**config.mk**
```make
export PLATFORM = sky130hd
export DESIGN_NAME = semaforo_n_flat
export DESIGN_NICKNAME = d
export VERILOG_FILES = /design/src/rtl/semaforo_pkg.sv /design/src/rtl/semaforo_if.sv /design/src/rtl/semaforo_temporizador.sv /design/src/rtl/semaforo_n.sv /design/src/flat_wrapper.sv
export SDC_FILE = /design/constraint.sdc
export NUM_CORES = 1
export LEC_CHECK = 0
export BUFFER_PORTS_ARGS = -buffer_cell sky130_fd_sc_hd__buf_2
export CORE_ASPECT_RATIO = 1.75
export CORE_UTILIZATION = 45
export CTS_CLUSTER_DIAMETER = 100
export DETAILED_ROUTE_END_ITERATION = 12
export PLACE_DENSITY_LB_ADDON = 0.25
export SYNTH_ARGS = -nofsm -noshare
export SYNTH_HDL_FRONTEND = slang
export SYNTH_SLANG_ARGS = --single-unit
```
**constraint.sdc**
```tcl
create_clock -name clk -period 6.95 [get_ports clk]
set_input_delay 0.695 -clock clk [delete_from_list [all_inputs] [get_ports clk]]
set_output_delay 0.695 -clock clk [all_outputs]
set_load 0.02 [all_outputs]
```
**src/rtl/semaforo_pkg.sv**
```systemverilog
// Shared definitions for the semaforo_n traffic-light controller:
// state encoding, lamp codes, default phase durations and the via helper.
package semaforo_pkg;

  typedef enum logic [2:0] {
    VERDE          = 3'd0,
    AMARELO        = 3'd1,
    TODOS_VERMELHO = 3'd2,
    PEDESTRE       = 3'd3,
    PISCA          = 3'd4
  } estado_t;

  // Lamp codes per approach, ordered {vermelho, amarelo, verde}.
  localparam logic [2:0] LUZ_VERDE    = 3'b001;
  localparam logic [2:0] LUZ_AMARELO  = 3'b010;
  localparam logic [2:0] LUZ_VERMELHO = 3'b100;
  localparam logic [2:0] LUZ_APAGADO  = 3'b000;

  localparam logic [7:0] T_VERDE_DEF    = 8'd3;
  localparam logic [7:0] T_AMARELO_DEF  = 8'd3;
  localparam logic [7:0] T_VERMELHO_DEF = 8'd3;
  localparam logic [7:0] T_PED_DEF      = 8'd3;

  // Next approach index, wrapping from the last approach back to 0.
  function automatic logic [2:0] prox_via(input logic [2:0] v, input logic [2:0] ultimo);
    return (v == ultimo) ? 3'd0 : v + 3'd1;
  endfunction

endpackage

```
**src/rtl/semaforo_if.sv**
```systemverilog
// Lamp/request bundle between the controller and its environment.
// All signals are plain levels: bt and modo are sampled on every rising
// clock edge (no valid/ready handshake); luz, ped, via and estado are
// registered by the controller and valid throughout each clock cycle.
interface semaforo_if #(
  parameter int N_VIAS = 2
);
  import semaforo_pkg::*;

  logic                  bt;
  logic                  modo;
  logic [3*N_VIAS-1:0]   luz;
  logic                  ped;
  logic [2:0]            via;
  estado_t               estado;

  modport master (input bt, modo, output luz, ped, via, estado);
  modport slave  (output bt, modo, input luz, ped, via, estado);

endinterface

```
**src/rtl/semaforo_temporizador.sv**
```systemverilog
// 8-bit phase timer: cleared on request, flags the last cycle of a phase
// lasting dur cycles (dur = 1 means every cycle is the last one).
module temporizador (
  input  logic       clk,
  input  logic       rst,
  input  logic       clr,
  input  logic [7:0] dur,
  output logic       fim
);

  logic [7:0] cnt;

  // Count cycles since the last clear.
  always_ff @(posedge clk or negedge rst) begin
    if (!rst)     cnt <= '0;
    else if (clr) cnt <= '0;
    else          cnt <= cnt + 8'd1;
  end

  assign fim = (cnt == dur - 8'd1);

endmodule

```
**src/rtl/semaforo_n.sv**
```systemverilog
// N-approach traffic-light controller with pedestrian phase and
// flashing-yellow night mode. Lamp outputs are registered from the
// next-state decode, so bt/modo never reach the outputs combinationally.
module semaforo_n
  import semaforo_pkg::*;
#(
  parameter int         N_VIAS     = 2,
  parameter logic [7:0] T_VERDE    = T_VERDE_DEF,
  parameter logic [7:0] T_AMARELO  = T_AMARELO_DEF,
  parameter logic [7:0] T_VERMELHO = T_VERMELHO_DEF,
  parameter logic [7:0] T_PED      = T_PED_DEF
) (
  input  logic        clk,
  input  logic        rst,
  semaforo_if.master  bus
);

  localparam int         W      = 3 * N_VIAS;
  localparam logic [2:0] ULTIMA = 3'(N_VIAS - 1);

  if (N_VIAS < 2 || N_VIAS > 8) begin : g_chk_vias
    $error("semaforo_n: N_VIAS must be in 2..8");
  end
  if (T_VERDE == 8'd0 || T_AMARELO == 8'd0 || T_VERMELHO == 8'd0 || T_PED == 8'd0) begin : g_chk_t
    $error("semaforo_n: all durations must be in 1..255");
  end

  estado_t    estado, estado_nxt;
  logic [2:0] via, via_nxt;
  logic       pendente, pendente_nxt;
  logic       fase, fase_nxt;
  logic       fim, clr;
  logic [7:0] dur;

  // Lamp pattern for a given state, owning approach and blink phase.
  function automatic logic [W-1:0] luz_de(input estado_t e, input logic [2:0] v, input logic f);
    logic [W-1:0] r;
    r = '0;
    for (int k = 0; k < N_VIAS; k++) begin
      case (e)
        VERDE:   r[3*k +: 3] = (3'(k) == v) ? LUZ_VERDE : LUZ_VERMELHO;
        AMARELO: r[3*k +: 3] = (3'(k) == v) ? LUZ_AMARELO : LUZ_VERMELHO;
        PISCA:   r[3*k +: 3] = f ? LUZ_APAGADO : LUZ_AMARELO;
        default: r[3*k +: 3] = LUZ_VERMELHO;
      endcase
    end
    return r;
  endfunction

  // Duration of the phase currently being timed; night mode blinks at the yellow rate.
  always_comb begin
    dur = T_VERDE;
    case (estado)
      VERDE:          dur = T_VERDE;
      AMARELO:        dur = T_AMARELO;
      TODOS_VERMELHO: dur = T_VERMELHO;
      PEDESTRE:       dur = T_PED;
      PISCA:          dur = T_AMARELO;
      default:        dur = T_VERDE;
    endcase
  end

  // Next-state decode; night mode overrides any running timer.
  always_comb begin
    estado_nxt   = estado;
    via_nxt      = via;
    pendente_nxt = pendente;
    fase_nxt     = fase;
    if (bus.modo) begin
      estado_nxt   = PISCA;
      pendente_nxt = 1'b0;
      if (estado != PISCA) fase_nxt = 1'b0;
      else if (fim)        fase_nxt = ~fase;
    end else begin
      if (bus.bt && (estado inside {VERDE, AMARELO, TODOS_VERMELHO})) pendente_nxt = 1'b1;
      case (estado)
        VERDE:   if (fim) estado_nxt = AMARELO;
        AMARELO: begin
          if (fim) begin
            if (pendente) begin
              estado_nxt   = PEDESTRE;
              pendente_nxt = 1'b0;
            end else begin
              estado_nxt = TODOS_VERMELHO;
            end
          end
        end
        TODOS_VERMELHO: begin
          if (fim) begin
            estado_nxt = VERDE;
            via_nxt    = prox_via(via, ULTIMA);
          end
        end
        PEDESTRE: if (fim) estado_nxt = TODOS_VERMELHO;
        PISCA: begin
          // Park on the last approach so the first green after night mode is approach 0.
          estado_nxt = TODOS_VERMELHO;
          via_nxt    = ULTIMA;
        end
        default: estado_nxt = VERDE;
      endcase
    end
  end

  // Timer restarts on every state entry and on every blink toggle.
  assign clr = (estado_nxt != estado) || ((estado == PISCA) && fim);

  temporizador u_temporizador (
    .clk (clk),
    .rst (rst),
    .clr (clr),
    .dur (dur),
    .fim (fim)
  );

  // Controller state and registered lamp outputs.
  always_ff @(posedge clk or negedge rst) begin
    if (!rst) begin
      estado   <= VERDE;
      via      <= 3'd0;
      pendente <= 1'b0;
      fase     <= 1'b0;
      bus.luz  <= luz_de(VERDE, 3'd0, 1'b0);
      bus.ped  <= 1'b0;
    end else begin
      estado   <= estado_nxt;
      via      <= via_nxt;
      pendente <= pendente_nxt;
      fase     <= fase_nxt;
      bus.luz  <= luz_de(estado_nxt, via_nxt, fase_nxt);
      bus.ped  <= (estado_nxt == PEDESTRE);
    end
  end

  assign bus.via    = via;
  assign bus.estado = estado;

endmodule

```
**src/flat_wrapper.sv**
```systemverilog
// flat-port wrapper written by rule: the top's interface ports become plain ports
module semaforo_n_flat import semaforo_pkg::*;
#(
  parameter int         N_VIAS     = 2,
  parameter logic [7:0] T_VERDE    = T_VERDE_DEF,
  parameter logic [7:0] T_AMARELO  = T_AMARELO_DEF,
  parameter logic [7:0] T_VERMELHO = T_VERMELHO_DEF,
  parameter logic [7:0] T_PED      = T_PED_DEF
)
  (clk, rst, bus_bt, bus_modo, bus_luz, bus_ped, bus_via, bus_estado);
  semaforo_if #(.N_VIAS(N_VIAS)) bus_i ();
  input  logic clk;
  input  logic rst;
  input wire logic [$bits(bus_i.bt)-1:0] bus_bt;
  input wire logic [$bits(bus_i.modo)-1:0] bus_modo;
  output wire logic [$bits(bus_i.luz)-1:0] bus_luz;
  output wire logic [$bits(bus_i.ped)-1:0] bus_ped;
  output wire logic [$bits(bus_i.via)-1:0] bus_via;
  output wire logic [$bits(bus_i.estado)-1:0] bus_estado;
  assign bus_i.bt = bus_bt;
  assign bus_i.modo = bus_modo;
  assign bus_luz = bus_i.luz;
  assign bus_ped = bus_i.ped;
  assign bus_via = bus_i.via;
  assign bus_estado = bus_i.estado;
  semaforo_n #(.N_VIAS(N_VIAS), .T_VERDE(T_VERDE), .T_AMARELO(T_AMARELO), .T_VERMELHO(T_VERMELHO), .T_PED(T_PED)) u_core (.clk(clk), .rst(rst), .bus(bus_i));
endmodule
```
# Yosys cells after proc, flatten, opt, wreduce, memory -nomap -nowiden

Cells that the tools add are included.

Register bits: 23
Logic and storage cells: 56
Input port bits: 4
Output and inout bits: 13

Bitwise logic cells: 1
Add/subtract/negate cells: 2
Reductions and logical operators: 7
Multiplexer cells: 27
Equal/unequal tests: 12

Operator list:

| kind                                                                  | number |
|---|---|
| 3-bit two-way mux                                                     | 12 |
| 3-bit case mux with 3 select lines                                    | 2 |
| 3-bit case mux with 5 select lines                                    | 1 |
| 3-bit by 1-bit equality test with 1-bit output, second input constant | 3 |
| 3-bit by 2-bit equality test with 1-bit output, second input constant | 3 |
| 3-bit logical NOT                                                     | 3 |
| 1-bit two-way mux                                                     | 9 |
| 8-bit by 1-bit adder with 8-bit output, second input constant         | 1 |
| 8-bit by 2-bit equality test with 1-bit output, second input constant | 1 |
| 8-bit two-way mux                                                     | 1 |
| 3-bit equality test, second input constant                            | 2 |
| 3-bit case mux with 2 select lines                                    | 1 |
| 3-bit by 1-bit adder with 3-bit output, second input constant         | 1 |
| 1-bit by 3-bit equality test with 1-bit output, first input constant  | 1 |
| 3-bit != test                                                         | 1 |
| 3-bit != test, second input constant                                  | 1 |
| 3-bit nonzero test                                                    | 1 |
| 1-bit logical AND                                                     | 2 |
| 2-bit two-way mux                                                     | 1 |
| 1-bit logical OR                                                      | 1 |
| 1-bit inverter                                                        | 1 |

# Depth between registers and ports, before layout

Gate-level depths: netlist of run 1.

Word-level depth: 8
Depth in mapped cells: 8
Gate-level depth less buffers: 8

# By module

A second synthesis of run 1 with hierarchy kept.

Cell total of the unflattened synthesis: 156
Area total of the unflattened synthesis: 1,450.1 um^2

Modules (own cells, without submodules):

| module       | instances | cells an instance | sequential area each (um^2) | area each (um^2) |
|---|---|---|---|---|
| semaforo_n   | 1         | 89                | 377.9                       | 847.1 |
| temporizador | 1         | 67                | 200.2                       | 603.1 |

# Least setup slack after synthesis of run 1

Ideal clock, no wire load.

Kind: input-to-reg
Start: input bus_modo
End: register u_core.bus.luz[1]
Path slack: 4,626 ps
Arrival time: 2,221 ps
Library setup time: 103 ps
Required time: 6,847 ps
Path buffers: 0
Cell stages on the path: 5
Cells stage by stage: or4b_1 > o31ai_4 > o41ai_2 > or3_4 > o41ai_2

Word-level cells in the longest chain between the ends: 4
Elaborated cells on any way between the ends: 10
Classes of those cells: 2 x eq/ne; 6 x mux; 2 x reduce/logical

Ends and longest elaborated chain:

| element                            | RTL line           | text |
|---|---|---|
| from (decl)                        | flat_wrapper.sv:15 | `input wire logic [$bits(bus_i.modo)-1:0] bus_modo;` |
| 3-bit two-way mux                  | semaforo_n.sv:69   | `if (bus.modo) begin` |
| via u_core.via_nxt[0]              | semaforo_n.sv:29   | `logic [2:0] via, via_nxt;` |
| 3-bit logical NOT                  | semaforo_n.sv:42   | `AMARELO: r[3*k +: 3] = (3'(k) == v) ? LUZ_AMARELO : LUZ_VERMELHO;` |
| 3-bit two-way mux                  | semaforo_n.sv:42   |  |
| 3-bit case mux with 3 select lines | semaforo_n.sv:40   | `case (e)` |
| to (signal assigned)               | semaforo_n.sv:123  | `bus.luz <= luz_de(VERDE, 3'd0, 1'b0);` |
| to (signal assigned)               | semaforo_n.sv:130  | `bus.luz <= luz_de(estado_nxt, via_nxt, fase_nxt);` |
| to (decl)                          | semaforo_if.sv:17  | `modport master (input bt, modo, output luz, ped, via, estado);` |

The timed path passes the listed nets, and every way through them passes these cells.

# Final worst setup path of run 1

Start: register u_core.u_temporizador.cnt[0]
End: register u_core.bus.luz[4]

Word-level cells in the longest chain between the ends: 7
Elaborated cells on any way between the ends: 20
Classes of those cells: 4 x eq/ne; 15 x mux; 1 x reduce/logical

Ends and longest elaborated chain:

| element                                        | RTL line                    | text |
|---|---|---|
| from (decl)                                    | semaforo_temporizador.sv:11 | `logic [7:0] cnt;` |
| from (signal assigned)                         | semaforo_temporizador.sv:17 | `else cnt <= cnt + 8'd1;` |
| 8-bit by 2-bit equality test with 1-bit output | semaforo_temporizador.sv:20 | `assign fim = (cnt == dur - 8'd1);` |
| 3-bit two-way mux                              | semaforo_n.sv:89            | `if (fim) begin` |
| 3-bit case mux with 2 select lines             | semaforo_n.sv:76            | `case (estado)` |
| 3-bit two-way mux                              | semaforo_n.sv:69            |  |
| via u_core.via_nxt[0]                          | semaforo_n.sv:29            |  |
| 1-bit by 3-bit equality test with 1-bit output | semaforo_n.sv:42            |  |
| 3-bit two-way mux                              | semaforo_n.sv:42            |  |
| 3-bit case mux with 3 select lines             | semaforo_n.sv:40            |  |

The timed path passes the listed nets, and every way through them passes these cells.

==> impl_metrics.yaml, run 1 <==
status:
  status: "finished clean"
floorplan:
  dieArea_mm2: 0.00309
  core_area_mm2: 0.00272
  fp-row-count: 25
  die_w_um: 42.5
  die_h_um: 72.8
  start_util: 0.474
  ios: 17
timing:
  finalClockSkew_ps: 5.38
  whs_ps: 383
  setup_tns_ps: 0
  finalCriticalPeriod_ps: 2420
  fmax_ghz: 0.413
  tightest_slew_ps: 552
  slew_headroom: 0.632
  timing.final.crit_share: 0.348
  finalMaxSlewViolations: 0
  worst_slack_ps: 4530
  final_hold_viol_count: 0
  setup_viol: 0
  rsz0062_at_grt: "no"
clock_network:
  clockRootBuffer: "clkbuf_8"
  cts_tree: "yes"
  clk_pin_slew_ps: 80
  cts_made_buffers: 3
  clk_path_buf_depth: 2
  cts-hold-fix-buffers: 0
  cts_setup_buffers: 0
  ctsResizeCount: 0
  clkSinkCount: 23
  cts_max_level: 1
  clk-insertion-delay-late_ps: 270
route:
  antenna_left: 0
  num_vias: 980
  drt-total-wl_um: 2640
  dr.pass1.iters: 4
  wl_per_cell_um: 15.7
  drt-initial-drc-count: 20
  drc_errors: 0
  viasPerCell: 5.83
worst_setup_path:
  critPathBufInv: 1
  worstPathArrival_ps: 2550
  r2r_start: "u_core.u_temporizador.cnt[0]"
  cp-start-kind: "register"
  cp_slowest_cell: "o41ai_2"
  path_max_fanout: 6
  cp-end-kind: "register"
  r2r_cells: 7
  cp_top_family: "compound AO/OA/AOI/OAI gates"
  rrSetupSlack_ps: 4530
  worstPathCellList: "inv_1 -> ha_1 -> nor4b_4 -> a21boi_1 -> o41ai_2 -> nand3_1 -> o41ai_1"
  regToRegEndpoint: "u_core.bus.luz[4]"
  required_ps: 7080
  critPathKind: "register to register"
  max_stage_delay_ps: 530
synthesis:
  synth_ff_type: "dfrtp_1"
  synth_enable_flop_cells: 0
  syn_area_mm2: 0.00129
  syn_inst: 127
  ys_seq_elements: 23
  yosysWarnings: 0
  yosysUniqueCellTypes: 47
  synthesis.nets: 133
  syn_avg_cell_area_um2: 10.2
  ys_seq_area_frac: 0.448
  async_reset_ff_frac: 1.00
power_and_ir_drop:
  p_seq_frac: 0.505
  p_clk_frac: 0.260
  p_int_uw: 217
  pwr-share-comb: 0.236
  peakVddDrop_mv: 0.143
  powerDensity_mw_per_mm2: 228
  total_power_uw: 320
  leakage_nw: 0.633
  switchingPower_uw: 103
  swShare: 0.321
placed_design:
  dp_slack_ps: 4380
  place_inst: 164
  hpwl_um: 2020
  io_buffers: 16
  gp_congestion: 0.886
  dpl_cell_area_mm2: 0.00136
grt:
  track_usage: 0.187
  grt_pass1_vias: 917
  grt_pass1_wl_um: 4350
  grt_overflow: 0
  antenna_found_initial: 0
  grt_max_degree: 24
layout:
  area_growth_pct: 8.63
  regArea_um2: 578
  fin_util: 0.515
  n_fill_cell: 273
  multiInputGateArea_um2: 641
  nets: 148
  antenna_cells: 0
  finish.instance_area_mm2: 0.00140
  layout_commonest_cell: "dfrtp_1"
  drive_gt1_frac: 0.262
  mostFrequentLayoutCells: "dfrtp_1 (21), nor2_1 (17), buf_2 (16)"
  post_layout_nonfiller_instances: 168
flow_run:
  cap_violations: 0
hold_path:
  hold_class: "input port to async pin"
power groups by stage:
stage               clock [mW]  combinational (mW)  sequential [mW]
floorplan                    0              0.0492            0.171
global placement             0              0.0752            0.163
detailed placement           0              0.0766            0.164
CTS                     0.0851              0.0769            0.162
global route            0.0897              0.0834            0.164
finish                  0.0830              0.0755            0.161
logic make-up after synthesis:
family / count (synthesis) / share of synthesized area
adder cells (fa/ha/maj): 2 / 0.0194
AND/OR/NAND/NOR: 57 / 0.260
AO/OA/AOI/OAI: 25 / 0.163
flip-flops: 23 / 0.448
XOR/XNOR: 8 / 0.0543
buffers and inverters: 12 / 0.0553
cell usage after synthesis, types with 2 or more instances:
cell type / instances / area, um^2
dfrtp_1: 21 / 526
nor2_1: 17 / 63.8
nand3_1: 8 / 40.0
nand2_1: 7 / 26.3
a21oi_1: 6 / 30.0
xor2_1: 5 / 43.8
inv_1: 4 / 15.0
nor3_1: 4 / 20.0
buf_4: 3 / 22.5
o21ai_0: 3 / 15.0
xnor2_1: 3 / 26.3
a211oi_1: 2 / 15.0
buf_6: 2 / 22.5
dfstp_2: 2 / 52.6
ha_1: 2 / 25.0
inv_2: 2 / 7.51
nand3b_1: 2 / 15.0
nor2b_1: 2 / 12.5
o41ai_2: 2 / 32.5
or3_1: 2 / 12.5
or3_4: 2 / 22.5
layout make-up:
cell class / instances / area share
multi-input cells: 92 / 0.457
well taps: 27 / 0.0241
inverters: 6 / 0.0161
repair buffers: 16 / 0.0571
clock inverters: 1 / 0.00357
flip-flops and latches: 23 / 0.413
clock buffers: 3 / 0.0295
metal layers:
layer	track usage	wire length, um
met4	0.0729	42
met5	0	0
met1	0.205	995
met2	0.361	1540
met3	0.0149	60
how the worst max path moves through the flow:
stage                                            start                 to  slack (ps)  cells after the start
after CTS                 u_core.u_temporizador.cnt[0]  u_core.bus.luz[4]        4470                      7
final                     u_core.u_temporizador.cnt[0]  u_core.bus.luz[4]        4530                      7
after detailed placement                      bus_modo  u_core.bus.luz[1]        4380                      6
after global routing      u_core.u_temporizador.cnt[0]  u_core.bus.luz[4]        4320                      7
after floorplan                               bus_modo  u_core.bus.luz[1]        4630                      5
after global placement                        bus_modo  u_core.bus.luz[1]        4420                      6
flip-flops by register name (all words and copies together) (netlist names):
name and count:
u_core.u_temporizador.cnt 8, u_core.fase 1, u_core.pendente 1, u_core.bus.estado 3, u_core.bus.via 3, u_core.bus.ped 1
u_core.bus.luz 6
(Power assumes the default switching activity.)
==> inputs of run 2 (changes only) <==
==> constraint.sdc (replaced) <==
create_clock -name clk -period 2.2 [get_ports clk]
set_input_delay 0.22 -clock clk [delete_from_list [all_inputs] [get_ports clk]]
set_output_delay 0.22 -clock clk [all_outputs]
set_load 0.02 [all_outputs]
==> run 2 against run 1 <==
  * The flow now finishes with violations (setup timing)
  * Maximum frequency grew 9.5%
  * Sequential power grew to 3.1 times the previous value
  * Clock-buffer cell count is the same
  * Combinational power grew to 4.3 times the previous value
  * Sequential cell count is the same
  * Hold slack lost 190 ps
  * Largest cell class unchanged
==> impl_metrics.yaml, run 2 (synthesis gave the netlist of run 1 again) <==
worst_setup_path:
  cp-end-kind: "register"
  required_ps: 2370
  critPathKind: "register to register"
  path_max_fanout: 5
  worstPathArrival_ps: 2380
  r2r_cells: 7
  cp-start-kind: "register"
timing:
  worst_slack_ps: -9.41
  setup_viol: 1
  timing.final.crit_share: 1.00
  rsz0062_at_grt: "yes"
  finalCriticalPeriod_ps: 2210
  finalMaxSlewViolations: 0
  slew_headroom: 0.654
  fmax_ghz: 0.453
  tightest_slew_ps: 519
  final_hold_viol_count: 0
  finalClockSkew_ps: 6.37
grt:
  track_usage: 0.202
  grt_pass1_vias: 1090
  grt_overflow: 0
  antenna_found_initial: 0
  grt_pass1_wl_um: 4750
  grt_max_degree: 24
layout:
  reg_top3: "u_core.u_temporizador.cnt x8, u_core.bus.luz x6"
  drive_gt1_frac: 0.383
  top_register: "u_core.u_temporizador.cnt"
  area_growth_pct: 24.2
  antenna_cells: 0
  multiInputGateArea_um2: 681
  mostFrequentLayoutCells: "dfrtp_1 (21), buf_4 (20), nor2_1 (17)"
  regArea_um2: 578
  largest_reg_flops: 8
  finish.instance_area_mm2: 0.00160
  n_fill_cell: 237
  layout_commonest_cell: "dfrtp_1"
  nets: 169
clock_network:
  clockRootBuffer: "clkbuf_8"
  clk-insertion-delay-late_ps: 270
  cts_made_buffers: 3
  clkSinkCount: 23
  clk_path_buf_depth: 2
  cts_max_level: 1
  cts_tree: "yes"
  clk_pin_slew_ps: 90
route:
  drc_errors: 0
  drt-total-wl_um: 2970
  viasPerCell: 5.71
  drt-initial-drc-count: 44
  antenna_left: 0
  wl_per_cell_um: 15.7
  num_vias: 1080
  dr.pass1.iters: 4
placed_design:
  dpl_cell_area_mm2: 0.00151
  io_buffers: 16
  gp_congestion: 0.820
  hpwl_um: 2250
power_and_ir_drop:
  switchingPower_uw: 361
  total_power_mw: 1.09
  p_seq_frac: 0.461
  p_clk_frac: 0.244
  swShare: 0.331
  powerDensity_mw_per_mm2: 681
  leakage_nw: 0.746
  peakVddDrop_mv: 0.536
  pwr-share-comb: 0.294
  p_int_uw: 730
hold_path:
  hold_class: "input port to register"
  whs_path_depth: 2
status:
  violations: "setup timing"
  status: "finished with violations"
floorplan:
  start_util: 0.474
  dieArea_mm2: 0.00309
  core_area_mm2: 0.00272
  ios: 17
  die_w_um: 42.5
  die_h_um: 72.8
  fp-row-count: 25
flow_run:
  cap_violations: 0
[run 2: power groups by stage]
stage,clock network (mW),logic (mW),registers [mW]
2_1_floorplan,0,0.166,0.542
3_3_place_gp,0,0.307,0.506
3_5_place_dp,0,0.310,0.508
4_1_cts,0.275,0.316,0.500
5_1_grt,0.289,0.346,0.506
6_report,0.266,0.321,0.503
[run 2: layer usage]
layer / up-vias / GRT usage / wire length, um
li1: 517 / - / -
met1: 522 / 0.233 / 1180
met3: 11 / 0.00990 / 60
met2: 30 / 0.359 / 1600
met5: - / 0 / 0
met4: 0 / 0.122 / 126
[run 2: path summary, 6_finish.rpt]
| path | start | slack (ps) | to |
|---|---|---|---|
| max | u_core.u_temporizador.cnt[0] | -9 | u_core.bus.luz[1] |
| min | bus_modo | 190 | u_core.bus.luz[5] |
| max reg2reg | u_core.u_temporizador.cnt[0] | -9 | u_core.bus.luz[1] |
| min reg2reg | u_core.fase | 510 | u_core.fase |
| max in group asynchronous | rst | 1380 | u_core.bus.luz[0] |
| min in group asynchronous | rst | 450 | u_core.pendente |
[run 2: per-stage QoR]
stage	setup WS [ps]	TNS [ps]	utilization	hold slack, ps	std cells
2_1_floorplan	2.69	0	-	-75.6	127
3_3_place_gp	46.8	0	0.554	216	183
3_5_place_dp	-66.3	-79.5	0.554	222	183
4_1_cts	12.1	0	0.578	177	188
5_1_grt	-81.4	-114	0.589	209	189
6_report	-9.41	-9.41	0.589	195	189
[run 2: repair_timing]
action                                  4_1_cts  5_1_grt
endpoints found under the setup margin        2        5
pin swaps                                     2        5
endpoints found under the hold margin        21        0
gates resized for setup                       1        5
hold buffers                                  1        0
setup buffers                                 0        1
[run 2: layout make-up]
cell class / count / share of cell area
clock inverter: 1 / 0.00312
multi-input combinational: 92 / 0.425
clock buffer: 3 / 0.0258
sequential: 23 / 0.361
inverter: 6 / 0.0141
timing repair buffer: 37 / 0.150
tap: 27 / 0.0211
[run 2: critical path: stages (launching register included)]
cell	delay, ps
dfrtp_1	390
inv_2	70
ha_4	120
or4b_4	500
o31ai_4	230
o41ai_4	120
or3_4	350
o41ai_2	330
